===== config.mk =====
export PLATFORM = sky130hd
export DESIGN_NAME = dmem_arbiter_flat
export DESIGN_NICKNAME = d
export VERILOG_FILES = /design/src/rtl/dmem_arb_pkg.sv /design/src/rtl/dmem_arb_if.sv /design/src/rtl/dmem_rr_pick.sv /design/src/rtl/dmem_arbiter.sv /design/src/flat_wrapper.sv
export SDC_FILE = /design/constraint.sdc
export NUM_CORES = 1
export LEC_CHECK = 0
export CORE_MARGIN = 1
export CORE_UTILIZATION = 39
export CTS_CLUSTER_DIAMETER = 120
export DETAILED_ROUTE_END_ITERATION = 12
export PLACE_DENSITY = 0.79
export SETUP_SLACK_MARGIN = 0.02
export SKIP_CTS_REPAIR_TIMING = 1
export SYNTH_ARGS = -nofsm -noshare
export SYNTH_HDL_FRONTEND = slang
export SYNTH_SLANG_ARGS = --single-unit

===== constraint.sdc =====
create_clock -name clock -period 2.5 [get_ports clock]
set_clock_uncertainty 0.05 [all_clocks]
set_input_delay 0.375 -clock clock [delete_from_list [all_inputs] [get_ports clock]]
set_output_delay 0.375 -clock clock [all_outputs]
set_load 0.02 [all_outputs]

===== src/rtl/dmem_arb_pkg.sv =====
// Shared types and default widths for the i281 data-memory arbiter.
// Consumed by dmem_arb_if, dmem_rr_pick and dmem_arbiter.
package dmem_arb_pkg;

    localparam int DMEM_ADDR_W = 4;
    localparam int DMEM_DATA_W = 8;
    localparam int STAT_W      = 8;

    typedef enum logic [1:0] {
        IDLE   = 2'd0,
        SETUP  = 2'd1,
        ACCESS = 2'd2
    } state_e;

    // Encoding doubles as the bit index into the eligible/mask vectors.
    typedef enum logic {
        GNT_CPU = 1'b0,
        GNT_LD  = 1'b1
    } gnt_e;

endpackage


===== src/rtl/dmem_arb_if.sv =====
// Bus bundle between the two requesters, the data memory and dmem_arbiter.
// slave = arbiter side, master = requester/memory side.
interface dmem_arb_if
    import dmem_arb_pkg::*;
#(
    parameter int ADDR_W = DMEM_ADDR_W,
    parameter int DATA_W = DMEM_DATA_W
);

    logic              run;
    logic              cpu_req;
    logic              cpu_we;
    logic [ADDR_W-1:0] cpu_addr;
    logic [DATA_W-1:0] cpu_wdata;
    logic              cpu_ack;
    logic              dmem_capture;

    logic              ld_req;
    logic              ld_we;
    logic [ADDR_W-1:0] ld_addr;
    logic [DATA_W-1:0] ld_wdata;
    logic              ld_ack;
    logic [DATA_W-1:0] ld_rdata;

    logic [ADDR_W-1:0] mem_addr;
    logic [DATA_W-1:0] mem_wdata;
    logic              mem_we;
    logic [DATA_W-1:0] mem_rdata;

    modport slave (
        input  run, cpu_req, cpu_we, cpu_addr, cpu_wdata,
        input  ld_req, ld_we, ld_addr, ld_wdata,
        input  mem_rdata,
        output cpu_ack, dmem_capture, ld_ack, ld_rdata,
        output mem_addr, mem_wdata, mem_we
    );

    modport master (
        output run, cpu_req, cpu_we, cpu_addr, cpu_wdata,
        output ld_req, ld_we, ld_addr, ld_wdata,
        output mem_rdata,
        input  cpu_ack, dmem_capture, ld_ack, ld_rdata,
        input  mem_addr, mem_wdata, mem_we
    );

endinterface


===== src/rtl/dmem_rr_pick.sv =====
// Combinational two-way round-robin picker: on a tie the requester that
// was not granted last wins; masked requesters are never picked.
module dmem_rr_pick
    import dmem_arb_pkg::*;
(
    input  logic [1:0] elig_i,
    input  gnt_e       last_i,
    input  logic [1:0] mask_i,
    output gnt_e       gnt_o,
    output logic       vld_o
);

    logic [1:0] cand;

    always_comb begin
        cand  = elig_i & ~mask_i;
        vld_o = |cand;
        gnt_o = GNT_CPU;
        if (cand == 2'b11) begin
            gnt_o = (last_i == GNT_CPU) ? GNT_LD : GNT_CPU;
        end else if (cand[GNT_LD]) begin
            gnt_o = GNT_LD;
        end
    end

endmodule


===== src/rtl/dmem_arbiter.sv =====
// SETUP/ACCESS sequencer and CPU/loader round-robin arbiter for the i281
// 16x8 data memory. Define DMEM_ARB_STATS_EN to add saturating ack counters.
module dmem_arbiter
    import dmem_arb_pkg::*;
#(
    parameter int ADDR_W = DMEM_ADDR_W,
    parameter int DATA_W = DMEM_DATA_W
) (
    input  logic              clock,
    input  logic              reset_n,
    dmem_arb_if.slave         bus
`ifdef DMEM_ARB_STATS_EN
    ,
    output logic [STAT_W-1:0] cpu_count,
    output logic [STAT_W-1:0] ld_count
`endif
);

    state_e            state_q, state_d;
    gnt_e              gnt_q, gnt_d;
    gnt_e              last_q, last_d;
    logic              we_q, we_d;
    logic [ADDR_W-1:0] addr_q, addr_d;
    logic [DATA_W-1:0] wdata_q, wdata_d;
    logic [DATA_W-1:0] ld_rdata_q, ld_rdata_d;

    logic [1:0]        elig;
    logic [1:0]        mask;
    gnt_e              pick_gnt;
    logic              pick_vld;
    logic              in_access;

    assign in_access = (state_q == ACCESS);
    assign elig      = {bus.ld_req, bus.cpu_req & bus.run};
    // At the ACCESS exit the current grantee is masked so the other side gets a turn.
    assign mask      = in_access ? {gnt_q == GNT_LD, gnt_q == GNT_CPU} : 2'b00;

    dmem_rr_pick u_pick (
        .elig_i (elig),
        .last_i (last_q),
        .mask_i (mask),
        .gnt_o  (pick_gnt),
        .vld_o  (pick_vld)
    );

    always_comb begin
        state_d    = state_q;
        gnt_d      = gnt_q;
        last_d     = last_q;
        we_d       = we_q;
        addr_d     = addr_q;
        wdata_d    = wdata_q;
        ld_rdata_d = ld_rdata_q;

        if (in_access && (gnt_q == GNT_LD) && !we_q) begin
            ld_rdata_d = bus.mem_rdata;
        end

        unique case (state_q)
            IDLE, ACCESS: begin
                if (pick_vld) begin
                    state_d = SETUP;
                    gnt_d   = pick_gnt;
                    last_d  = pick_gnt;
                    if (pick_gnt == GNT_LD) begin
                        we_d    = bus.ld_we;
                        addr_d  = bus.ld_addr;
                        wdata_d = bus.ld_wdata;
                    end else begin
                        we_d    = bus.cpu_we;
                        addr_d  = bus.cpu_addr;
                        wdata_d = bus.cpu_wdata;
                    end
                end else begin
                    state_d = IDLE;
                end
            end
            SETUP:   state_d = ACCESS;
            default: state_d = IDLE;
        endcase
    end

    always_ff @(posedge clock or negedge reset_n) begin
        if (!reset_n) begin
            state_q    <= IDLE;
            gnt_q      <= GNT_CPU;
            last_q     <= GNT_LD;
            we_q       <= 1'b0;
            addr_q     <= '0;
            wdata_q    <= '0;
            ld_rdata_q <= '0;
        end else begin
            state_q    <= state_d;
            gnt_q      <= gnt_d;
            last_q     <= last_d;
            we_q       <= we_d;
            addr_q     <= addr_d;
            wdata_q    <= wdata_d;
            ld_rdata_q <= ld_rdata_d;
        end
    end

    // Strobes decode straight from the state register so reset kills them at once.
    assign bus.mem_we       = in_access && we_q;
    assign bus.cpu_ack      = in_access && (gnt_q == GNT_CPU);
    assign bus.ld_ack       = in_access && (gnt_q == GNT_LD);
    assign bus.dmem_capture = in_access && (gnt_q == GNT_CPU) && !we_q;
    assign bus.mem_addr     = addr_q;
    assign bus.mem_wdata    = wdata_q;
    assign bus.ld_rdata     = ld_rdata_q;

`ifdef DMEM_ARB_STATS_EN
    logic [STAT_W-1:0] cpu_cnt_q, cpu_cnt_d;
    logic [STAT_W-1:0] ld_cnt_q, ld_cnt_d;

    function automatic logic [STAT_W-1:0] sat_inc(input logic [STAT_W-1:0] v);
        return (&v) ? v : v + 1'b1;
    endfunction

    always_comb begin
        cpu_cnt_d = cpu_cnt_q;
        ld_cnt_d  = ld_cnt_q;
        if (bus.cpu_ack) cpu_cnt_d = sat_inc(cpu_cnt_q);
        if (bus.ld_ack)  ld_cnt_d  = sat_inc(ld_cnt_q);
    end

    always_ff @(posedge clock or negedge reset_n) begin
        if (!reset_n) begin
            cpu_cnt_q <= '0;
            ld_cnt_q  <= '0;
        end else begin
            cpu_cnt_q <= cpu_cnt_d;
            ld_cnt_q  <= ld_cnt_d;
        end
    end

    assign cpu_count = cpu_cnt_q;
    assign ld_count  = ld_cnt_q;
`endif

endmodule


===== src/flat_wrapper.sv =====
// flat-port wrapper written by rule: the top's interface ports become plain ports
module dmem_arbiter_flat import dmem_arb_pkg::*;
#(
    parameter int ADDR_W = DMEM_ADDR_W,
    parameter int DATA_W = DMEM_DATA_W
)
  (clock, reset_n, bus_run, bus_cpu_req, bus_cpu_we, bus_cpu_addr, bus_cpu_wdata, bus_ld_req, bus_ld_we, bus_ld_addr, bus_ld_wdata, bus_mem_rdata, bus_cpu_ack, bus_dmem_capture, bus_ld_ack, bus_ld_rdata, bus_mem_addr, bus_mem_wdata, bus_mem_we);
  dmem_arb_if #(.ADDR_W(ADDR_W), .DATA_W(DATA_W)) bus_i ();
  input  logic clock;
  input  logic reset_n;
  input wire logic [$bits(bus_i.run)-1:0] bus_run;
  input wire logic [$bits(bus_i.cpu_req)-1:0] bus_cpu_req;
  input wire logic [$bits(bus_i.cpu_we)-1:0] bus_cpu_we;
  input wire logic [$bits(bus_i.cpu_addr)-1:0] bus_cpu_addr;
  input wire logic [$bits(bus_i.cpu_wdata)-1:0] bus_cpu_wdata;
  input wire logic [$bits(bus_i.ld_req)-1:0] bus_ld_req;
  input wire logic [$bits(bus_i.ld_we)-1:0] bus_ld_we;
  input wire logic [$bits(bus_i.ld_addr)-1:0] bus_ld_addr;
  input wire logic [$bits(bus_i.ld_wdata)-1:0] bus_ld_wdata;
  input wire logic [$bits(bus_i.mem_rdata)-1:0] bus_mem_rdata;
  output wire logic [$bits(bus_i.cpu_ack)-1:0] bus_cpu_ack;
  output wire logic [$bits(bus_i.dmem_capture)-1:0] bus_dmem_capture;
  output wire logic [$bits(bus_i.ld_ack)-1:0] bus_ld_ack;
  output wire logic [$bits(bus_i.ld_rdata)-1:0] bus_ld_rdata;
  output wire logic [$bits(bus_i.mem_addr)-1:0] bus_mem_addr;
  output wire logic [$bits(bus_i.mem_wdata)-1:0] bus_mem_wdata;
  output wire logic [$bits(bus_i.mem_we)-1:0] bus_mem_we;
  assign bus_i.run = bus_run;
  assign bus_i.cpu_req = bus_cpu_req;
  assign bus_i.cpu_we = bus_cpu_we;
  assign bus_i.cpu_addr = bus_cpu_addr;
  assign bus_i.cpu_wdata = bus_cpu_wdata;
  assign bus_i.ld_req = bus_ld_req;
  assign bus_i.ld_we = bus_ld_we;
  assign bus_i.ld_addr = bus_ld_addr;
  assign bus_i.ld_wdata = bus_ld_wdata;
  assign bus_i.mem_rdata = bus_mem_rdata;
  assign bus_cpu_ack = bus_i.cpu_ack;
  assign bus_dmem_capture = bus_i.dmem_capture;
  assign bus_ld_ack = bus_i.ld_ack;
  assign bus_ld_rdata = bus_i.ld_rdata;
  assign bus_mem_addr = bus_i.mem_addr;
  assign bus_mem_wdata = bus_i.mem_wdata;
  assign bus_mem_we = bus_i.mem_we;
  dmem_arbiter #(.ADDR_W(ADDR_W), .DATA_W(DATA_W)) u_core (.clock(clock), .reset_n(reset_n), .bus(bus_i));
endmodule

==> impl_results.md, run 1 <==
* Post-synth top flop: dfrtp_1
* Seq/Total Area, Yosys at 51.3%
* Violated checks: DRC
* Non-Filler Instances at approximately 180
* Drt wl/cell at between 10 and 15 um
* Setup ws final at 229 ps
* Rel. slew slack at between 70 and 80%
* Fmax at 440 MHz
* Initial core utilization at between 40% and 50%
* Setup tns final at 0 ps
* Distinct cells, synth at 19
* CP Class: flop to output port
* Synth Register Bits at 25
* Crit-path max FO at 7
* CP Launch Point: u_core.state_q[0]
* Die Footprint at around 3400 um2
* Die span in y at 58.0 um
* Worst hold path class: input port to async pin
* GRT Util Overall at 16.2%
* Core Util, Final at 67.4%
* Post-synth EDFFs at 0
* Clk root buf: clkbuf_4
* Final Hold Fails at 0
* Share of cells above drive strength 1 at 31.9%
* Nets at 184
* Clock period minus worst slack at between 2000 and 2500 ps
* Pleak at 0.837 nW
* First-pass GRT wire length at 4030 um
* Post-Place Cells at around 170
* Die width at 58.0 um
* DR DRC count at 3
* Area growth syn-to-layout at 57.3%
* GP Congestion at about 0.7
* Final WL at roughly 2500 um
* H-tree level count at 1
* Peak supply drop at 0.599 mV
* Max cap viols at 0
* Slew Limit Fails at 0
* Pwr Density at 1080 nW/um2
* Pre-CTS setup slack at approximately 240 ps
* Final Cycle Share at between 90% and 100%
* Area leader, netlist: dfrtp_1
* Post-synth top cells: dfrtp_1 (24), mux2_2 (18), mux2_4 (16)
* Post-Syn Nets at 117
* Crit path capture type: output port
* Core Area at between 2000 and 3000 um2
* Actual slew at the worst max-slew pin at 393 ps
* Fin Hold WS at 336 ps
* CTS max path bufs at 2
* # rows at 19
* Post-Syn Area per Cell at 15.7 um2
* Initial DRT Pass Iterations at 7
* Post-synth ARST share at 100%
* Final HPWL from detailed placement at about 1900 um
* DR iter-0 viols at 25
* Critical path arrival at 1850 ps
* Register area at 627 um2
* Congestion Overflow GR at 0
* Critical path data required time at 2080 ps
* CTS tree: done
* Crit start category: flop
* Initial antenna violation count at 0
* Worst r2r src: u_core.last_q
* Vias in the first global route at roughly 900
* Most common cell in the netlist: dfrtp_1
* YS warnings at 0
* Diodes inserted at 0
* Final setup fails at 0
* Status: finished, violations left
* Clock insertion delay at the later pin of the skew report at 320 ps
* Area of the multi-input gates at about 560 um2
* Largest net degree at the start of global routing at 26
* RSZ-0062 raised after global routing: false
* Clk sinks at 25
* Antenna Nets Post-Route at 0
* Vias per cell at around 4.9
* Top cells by area, synth: dfrtp_1 (49%), mux2_4 (20%), mux2_2 (17%)
* IO Pins at 63
* Number of I/O port buffers at 62
* CTS buffer count at 3
* Post-Syn Area at 1220 um2
* Cells after synthesis at ~80
* Synth top area share at 49.1%
* Via count at ~850
* Clock transition at path regs at 130 ps
* Fillers at around 220
-- final cells by class --
cell class	instances	area share, %
Timing Repair Buffer	65	34.1
Multi-Input combinational cell	47	29.3
Clock inverter	1	0.260
Tap cell	31	2.02
Inverter	3	0.586
Sequential cell	25	32.6
Clock buffer	3	1.17
-- sequential cells by signal, indices dropped and copies added, names as in the netlist --
signal                count
u_core.bus.mem_wdata      8
u_core.state_q            2
u_core.gnt_q              1
u_core.bus.ld_rdata       8
u_core.last_q             1
u_core.we_q               1
u_core.bus.mem_addr       4
-- metal layers --
layer / vias up / routed length, um / track usage, %
met5: - / 0 / 0
met4: 0 / 39 / 6.46
met3: 5 / 149 / 4.24
met2: 35 / 1210 / 25.9
met1: 397 / 1060 / 21.1
li1: 412 / - / -
-- logic make-up after synthesis --
kind of cell / synth area share (%)
compound gates: 4.71
flops: 51.3
buf+inv: 2.66
mux: 36.2
simple gates: 5.12
-- cell usage in the layout (no fill, tap or decap) --
| cell type | count |
|---|---|
| dfrtp_1 | 24 |
| nand2_1 | 1 |
| and2b_1 | 1 |
| a31oi_1 | 1 |
| clkbuf_4 | 3 |
| and3b_1 | 1 |
| a21oi_1 | 1 |
| clkdlybuf4s50_1 | 62 |
| buf_12 | 1 |
| clkinv_2 | 1 |
| buf_4 | 2 |
| o311ai_4 | 1 |
| inv_1 | 3 |
| dfstp_2 | 1 |
| o22ai_1 | 2 |
| nor2_2 | 1 |
| nand3b_2 | 1 |
| o21a_1 | 1 |
| nor3b_4 | 1 |
| nor2b_1 | 1 |
| mux2_4 | 16 |
| mux2_2 | 18 |
-- worst max-delay path, cell delays in order (launching register included) --
cell	delay [ps]
dfrtp_1	490
nor3b_4	280
nor2b_1	160
clkdlybuf4s50_1	600
-- path summary, 6_finish.rpt --
kind / end / slack [ps] / cells after the start
worst max-delay path: bus_dmem_capture / 230 / 3
worst min-delay path: u_core.bus.mem_addr[2] / 340 / 2
worst max register to register: u_core.we_q / 630 / 5
worst min register to register: u_core.bus.ld_rdata[3] / 480 / 1
max in group asynchronous: u_core.last_q / 1780 / 2
min in group clock: u_core.bus.ld_rdata[3] / 480 / 1
-- through the flow --
step	cell area (um2)	total power, mW
after floorplan	1220	1.40
after global placement	1900	1.89
after detailed placement	1900	1.92
after CTS	1920	2.11
after global routing	1920	2.20
final	1920	2.08
-- power breakdown --
part	switching, mW	internal [mW]	total, mW
sequential	0.145	0.609	0.754
clock	0.119	0.0600	0.179
combinational	0.477	0.674	1.15
Note: power is estimated with default switching activity, not from simulation.
==> inputs of run 2 (changes only) <==
ABC_AREA = 0   (was not set)
==> results of run 2 <==
Same layout as run 1: the final DEF is identical, and so are final timing and power.
==> inputs of run 3 (changes only) <==
CAP_MARGIN = 20   (was not set)
==> results of run 3 <==
Same layout as run 1: the final DEF is identical, and so are final timing and power.
